`config.mk`:
```
export PLATFORM = sky130hd
export DESIGN_NAME = id_stage
export DESIGN_NICKNAME = d
export VERILOG_FILES = /design/src/rtl/id_stage.sv
export SDC_FILE = /design/constraint.sdc
export NUM_CORES = 2
export LEC_CHECK = 0
export ABC_AREA = 0
export CAP_MARGIN = 20
export CORE_UTILIZATION = 50
export CTS_BUF_LIST = sky130_fd_sc_hd__clkbuf_4
export DETAILED_ROUTE_END_ITERATION = 16
export GPL_TIMING_DRIVEN = 1
export PLACE_DENSITY_LB_ADDON = 0.2
export SYNTH_ARGS = -nofsm -noshare
export SYNTH_HDL_FRONTEND = slang
export SYNTH_SLANG_ARGS = --single-unit
```
`constraint.sdc`:
```
create_clock -name clock -period 107 [get_ports clock]
set_input_delay 10.7 -clock clock [delete_from_list [all_inputs] [get_ports clock]]
set_output_delay 10.7 -clock clock [all_outputs]
set_load 0.05 [all_outputs]
```
`src/rtl/id_stage.sv`:
```
// rtl/id_stage.sv - MIPS-style decode stage: control decode, 32x32 register file, ID/EX register, load-use stall.
// Optional same-cycle writeback-to-read bypass is enabled by defining WB_BYPASS_EN.
module id_stage (
    input  logic        clock,
    input  logic        reset,
    input  logic [31:0] IF_ID_NPC,
    input  logic [31:0] IF_ID_IR,
    input  logic        PC_choose,
    input  logic        MEM_WB_RegWrite,
    input  logic [4:0]  MEM_WB_rd,
    input  logic [31:0] MEM_WB_data,
    output logic [1:0]  ID_EX_WB,
    output logic [2:0]  ID_EX_M,
    output logic [3:0]  ID_EX_EX,
    output logic [31:0] ID_EX_NPC,
    output logic [31:0] ID_EX_A,
    output logic [31:0] ID_EX_B,
    output logic [31:0] ID_EX_imm,
    output logic [4:0]  ID_EX_rt,
    output logic [4:0]  ID_EX_rd,
    output logic        stall
);

    localparam logic [5:0] OP_RTYPE = 6'd0;
    localparam logic [5:0] OP_LW    = 6'd35;
    localparam logic [5:0] OP_SW    = 6'd43;
    localparam logic [5:0] OP_BEQ   = 6'd4;

    logic [5:0]  opcode;
    logic [4:0]  rs;
    logic [4:0]  rt;
    logic [4:0]  rd;
    logic [15:0] imm;

    assign opcode = IF_ID_IR[31:26];
    assign rs     = IF_ID_IR[25:21];
    assign rt     = IF_ID_IR[20:16];
    assign rd     = IF_ID_IR[15:11];
    assign imm    = IF_ID_IR[15:0];

    logic [31:0] regs_q [32];
    logic        wb_en;

    assign wb_en = MEM_WB_RegWrite && (MEM_WB_rd != 5'd0);

    always_ff @(posedge clock or posedge reset) begin
        if (reset) begin
            for (int i = 0; i < 32; i++) begin
                regs_q[i] <= 32'd0;
            end
        end else if (wb_en) begin
            regs_q[MEM_WB_rd] <= MEM_WB_data;
        end
    end

    logic [31:0] rs_val;
    logic [31:0] rt_val;

    // Register 0 is never written, so a plain array read already yields zero for it.
    always_comb begin
        rs_val = regs_q[rs];
        rt_val = regs_q[rt];
`ifdef WB_BYPASS_EN
        if (wb_en && (MEM_WB_rd == rs)) begin
            rs_val = MEM_WB_data;
        end
        if (wb_en && (MEM_WB_rd == rt)) begin
            rt_val = MEM_WB_data;
        end
`endif
    end

    logic [1:0] wb_dec;
    logic [2:0] m_dec;
    logic [3:0] ex_dec;

    always_comb begin
        wb_dec = 2'b00;
        m_dec  = 3'b000;
        ex_dec = 4'b0000;
        case (opcode)
            OP_RTYPE: begin
                wb_dec = 2'b10;
                ex_dec = 4'b1100;
            end
            OP_LW: begin
                wb_dec = 2'b11;
                m_dec  = 3'b010;
                ex_dec = 4'b0001;
            end
            OP_SW: begin
                m_dec  = 3'b001;
                ex_dec = 4'b0001;
            end
            OP_BEQ: begin
                m_dec  = 3'b100;
                ex_dec = 4'b0010;
            end
            default: ;
        endcase
    end

    logic [1:0]  wb_q,  wb_d;
    logic [2:0]  m_q,   m_d;
    logic [3:0]  ex_q,  ex_d;
    logic [31:0] npc_q, a_q, b_q, imm_q;
    logic [4:0]  rt_q,  rd_q;
    logic        bubble;

    // A load in EX whose destination feeds this instruction must wait one cycle.
    assign stall  = m_q[1] && (rt_q != 5'd0) && ((rt_q == rs) || (rt_q == rt));
    assign bubble = stall || PC_choose;

    assign wb_d = bubble ? 2'b00   : wb_dec;
    assign m_d  = bubble ? 3'b000  : m_dec;
    assign ex_d = bubble ? 4'b0000 : ex_dec;

    always_ff @(posedge clock or posedge reset) begin
        if (reset) begin
            wb_q  <= 2'b00;
            m_q   <= 3'b000;
            ex_q  <= 4'b0000;
            npc_q <= 32'd0;
            a_q   <= 32'd0;
            b_q   <= 32'd0;
            imm_q <= 32'd0;
            rt_q  <= 5'd0;
            rd_q  <= 5'd0;
        end else begin
            wb_q  <= wb_d;
            m_q   <= m_d;
            ex_q  <= ex_d;
            npc_q <= IF_ID_NPC;
            a_q   <= rs_val;
            b_q   <= rt_val;
            imm_q <= {{16{imm[15]}}, imm};
            rt_q  <= rt;
            rd_q  <= rd;
        end
    end

    assign ID_EX_WB  = wb_q;
    assign ID_EX_M   = m_q;
    assign ID_EX_EX  = ex_q;
    assign ID_EX_NPC = npc_q;
    assign ID_EX_A   = a_q;
    assign ID_EX_B   = b_q;
    assign ID_EX_imm = imm_q;
    assign ID_EX_rt  = rt_q;
    assign ID_EX_rd  = rd_q;

endmodule

```
==> impl_metrics.py <==
metrics = {
    "placed_design": {
        "place_hpwl_microns": 88300,
        "portBuffers": 252,
        "routabilityCongestion": 0.772,
        "placed_area_sq_mm": 0.0620,
    },
    "clocking": {
        "cts.clk_slew.worst_paths_ps": 60,
        "numClockSinks": 1148,
        "clock_latency_ps": 1260,
        "htreeDepth": 5,
        "postCtsHoldBufs": 0,
        "cts_tree": "yes",
        "cts-resized-gates": 0,
        "cts-buffers-inserted": 331,
        "clockBufferDepth": 4,
        "clock-root-buffer": "clkbuf_4",
        "postCtsSetupRepairBufs": 0,
    },
    "global_route": {
        "gr-total-overflow": 0,
        "antenna_found_initial": 3,
        "grt_pass1_vias": 42800,
        "grt_usage_pct": 29.6,
        "grt_max_degree": 175,
        "grt_pass1_wl_microns": 270000,
    },
    "sta": {
        "hold_viol": 0,
        "final.min_clock_period_ps": 24360,
        "fin_setup_tns_ps": 0,
        "rsz0062_at_grt": "false",
        "clock_skew_ps": 65.3,
        "finalMaxSlewViolations": 0,
        "setup_viol": 0,
        "tightest_slew_ps": 1160,
        "max_clock_freq_mhz": 41.0,
        "slew_headroom_pct": 22.7,
        "timing.final.crit_share_pct": 22.8,
    },
    "floorplanning": {
        "fp.dieW_microns": 347,
        "row_count": 126,
        "die_h_microns": 347,
        "coreArea_sq_mm": 0.118,
        "start_util_pct": 50.4,
        "io_pins": 253,
        "die_area_sq_mm": 0.120,
    },
    "logic_synthesis": {
        "yosysUniqueCellTypes": 34,
        "syn_nets": 4887,
        "synth_top_cell_by_area": "dfrtp_1",
        "synthAdderAreaFrac_pct": 0,
        "synth_ff_type": "dfrtp_1",
        "ys_seq_area_share_pct": 48.3,
        "synthMuxAreaShare_pct": 36.0,
        "synthCells": 4782,
        "yosysWarnings": 0,
        "yosysMostFrequentCell": "dfrtp_1",
        "synth_compound_area_share_pct": 6.63,
        "synth-simple-area-share_pct": 4.31,
        "synth_edf_count": 0,
        "synth_xor_area_share_pct": 0.147,
        "yosys-top-cells-count": "dfrtp_1 (1148), mux2i_1 (1024), mux2_2 (956)",
        "synth_area_sq_mm": 0.0594,
        "async_flop_share_pct": 100,
        "synth_top_family_by_area": "multiplexers",
        "synth_area_per_cell_sq_um": 12.4,
        "ys_ff_latch": 1148,
        "synth.top_cells.by_area": "dfrtp_1 (48%), mux2_2 (18%), mux2i_1 (17%)",
        "synth_top_cell_area_share_pct": 48.3,
    },
    "worst_hold_path": {
        "min_path_type": "register to register",
        "hold_path.startpoint": "regs_q[1006]$_DFFE_PP0P_",
    },
    "final_layout": {
        "area_growth_pct": 11.6,
        "fill_cells": 10100,
        "drive_gt1_share_pct": 31.0,
        "num-nets-final": 5062,
        "multiInputGateArea_sq_mm": 0.0281,
        "register_area_sq_mm": 0.0287,
        "design_area_sq_mm": 0.0663,
    },
    "setup_path": {
        "arrival_ps": 13660,
        "worstSetupPathType": "input pin to output port",
        "critPathLaunchType": "input pin",
        "critPathCaptureType": "output port",
        "worstSetupStartpoint": "IF_ID_IR[16]",
        "path_max_fanout": 8,
        "required_ps": 96300,
        "rr_startpoint": "ID_EX_rt[3]$_DFF_PP0_",
    },
    "route": {
        "wirelength_microns": 180000,
        "antenna_left": 0,
        "drt_iter0_drc": 3123,
        "drc_errors": 0,
        "viasPerCell": 6.18,
        "dr.pass1.iters": 5,
        "wl_per_cell_microns": 26.7,
        "num_vias": 41600,
    },
    "power_and_ir_drop": {
        "p_leak_nw": 31.3,
        "irDropWorstVdd_mv": 0.00969,
        "p_total_mw": 1.21,
        "power_density_mw_per_mm2": 18.3,
    },
    "flow_run": {
        "cap_violations": 0,
    },
    "run_status": {
        "status": "completed",
    },
}
path summary, 6_finish.rpt:
kind	end	slack, ps	cells past startpoint
worst max-delay path	stall	82640	6
worst min-delay path	regs_q[1006]$_DFFE_PP0P_	400	0
worst max register to register	ID_EX_EX[0]$_DFF_PP0_	104820	5
worst min register to register	regs_q[1006]$_DFFE_PP0P_	400	0
max in group asynchronous	regs_q[173]$_DFFE_PP0P_	93980	5
min in group asynchronous	ID_EX_B[30]$_DFF_PP0_	9990	2
routing by layer:
metal | track usage [%] | wire length (microns) | up-vias
li1 | - | - | 18000
met3 | 5.93 | 12200 | 461
met1 | 39.7 | 77400 | 21500
met4 | 13.7 | 7480 | 0
met2 | 46.2 | 82500 | 1618
met5 | 0 | 0 | -
cell usage in the layout (no fill, tap or decap), types with 36 or more instances in the layout:
cell type	instances
a21oi_1	192
nand3_1	197
clkinv_1	50
dfrtp_1	1148
buf_4	65
mux2_1	36
clkbuf_4	503
a22oi_1	192
mux2_2	956
a22o_1	128
nand2_1	196
a31oi_1	64
mux2i_1	1024
clkdlybuf4s50_1	250
nor3_1	74
registers in the layout, summed over array words and instances (netlist names):
signal	cells
ID_EX_A	32
ID_EX_imm	16
ID_EX_rt	5
ID_EX_WB	1
ID_EX_B	32
ID_EX_EX	3
ID_EX_M	3
regs_q	1024
ID_EX_NPC	32
worst max-delay path, cell delays in order:
cell	delay [ps]
clkdlybuf4s50_1	590
xor2_1	230
nor3_1	230
nand3_1	130
a21oi_2	820
clkdlybuf4s50_1	960
logic make-up (layout without fill, tap and decap cells):
kind of cell | after synthesis | in the layout
XOR/XNOR | 10 | 10
AO/OA/AOI/OAI | 579 | 579
flip-flops | 1148 | 1148
other | 0 | 11
multiplexers | 2016 | 2016
buffers and inverters | 497 | 899
AND/OR/NAND/NOR | 532 | 532
final cells by class:
type	count	area share (%)
clock buffers	503	5.69
diodes	11	0.0415
repair buffers	338	5.24
well taps	1536	2.90
flip-flops and latches	1148	43.3
inverters	1	0.0170
clock inverters	57	0.404
multi-input cells	3137	42.4
per-stage QoR:
stage | setup slack [ps] | utilization [%] | std cells | hold slack (ps)
2_1_floorplan | 63970 | - | 4782 | 449
3_3_place_gp | 82620 | 52.6 | 6150 | 384
3_5_place_dp | 82700 | 52.6 | 6150 | 388
4_1_cts | 82690 | 56.0 | 6710 | 402
5_1_grt | 82460 | 56.2 | 6730 | 410
6_report | 82640 | 56.2 | 6731 | 399
report_power, final:
part | switching (mW) | leakage [nW] | internal [mW] | total [mW]
clock | 0.189 | 2.44 | 0.217 | 0.406
combinational | 0.119 | 14.2 | 0.120 | 0.239
sequential | 0.0558 | 14.7 | 0.512 | 0.568
No activity file was read; power rests on OpenSTA's default activity.
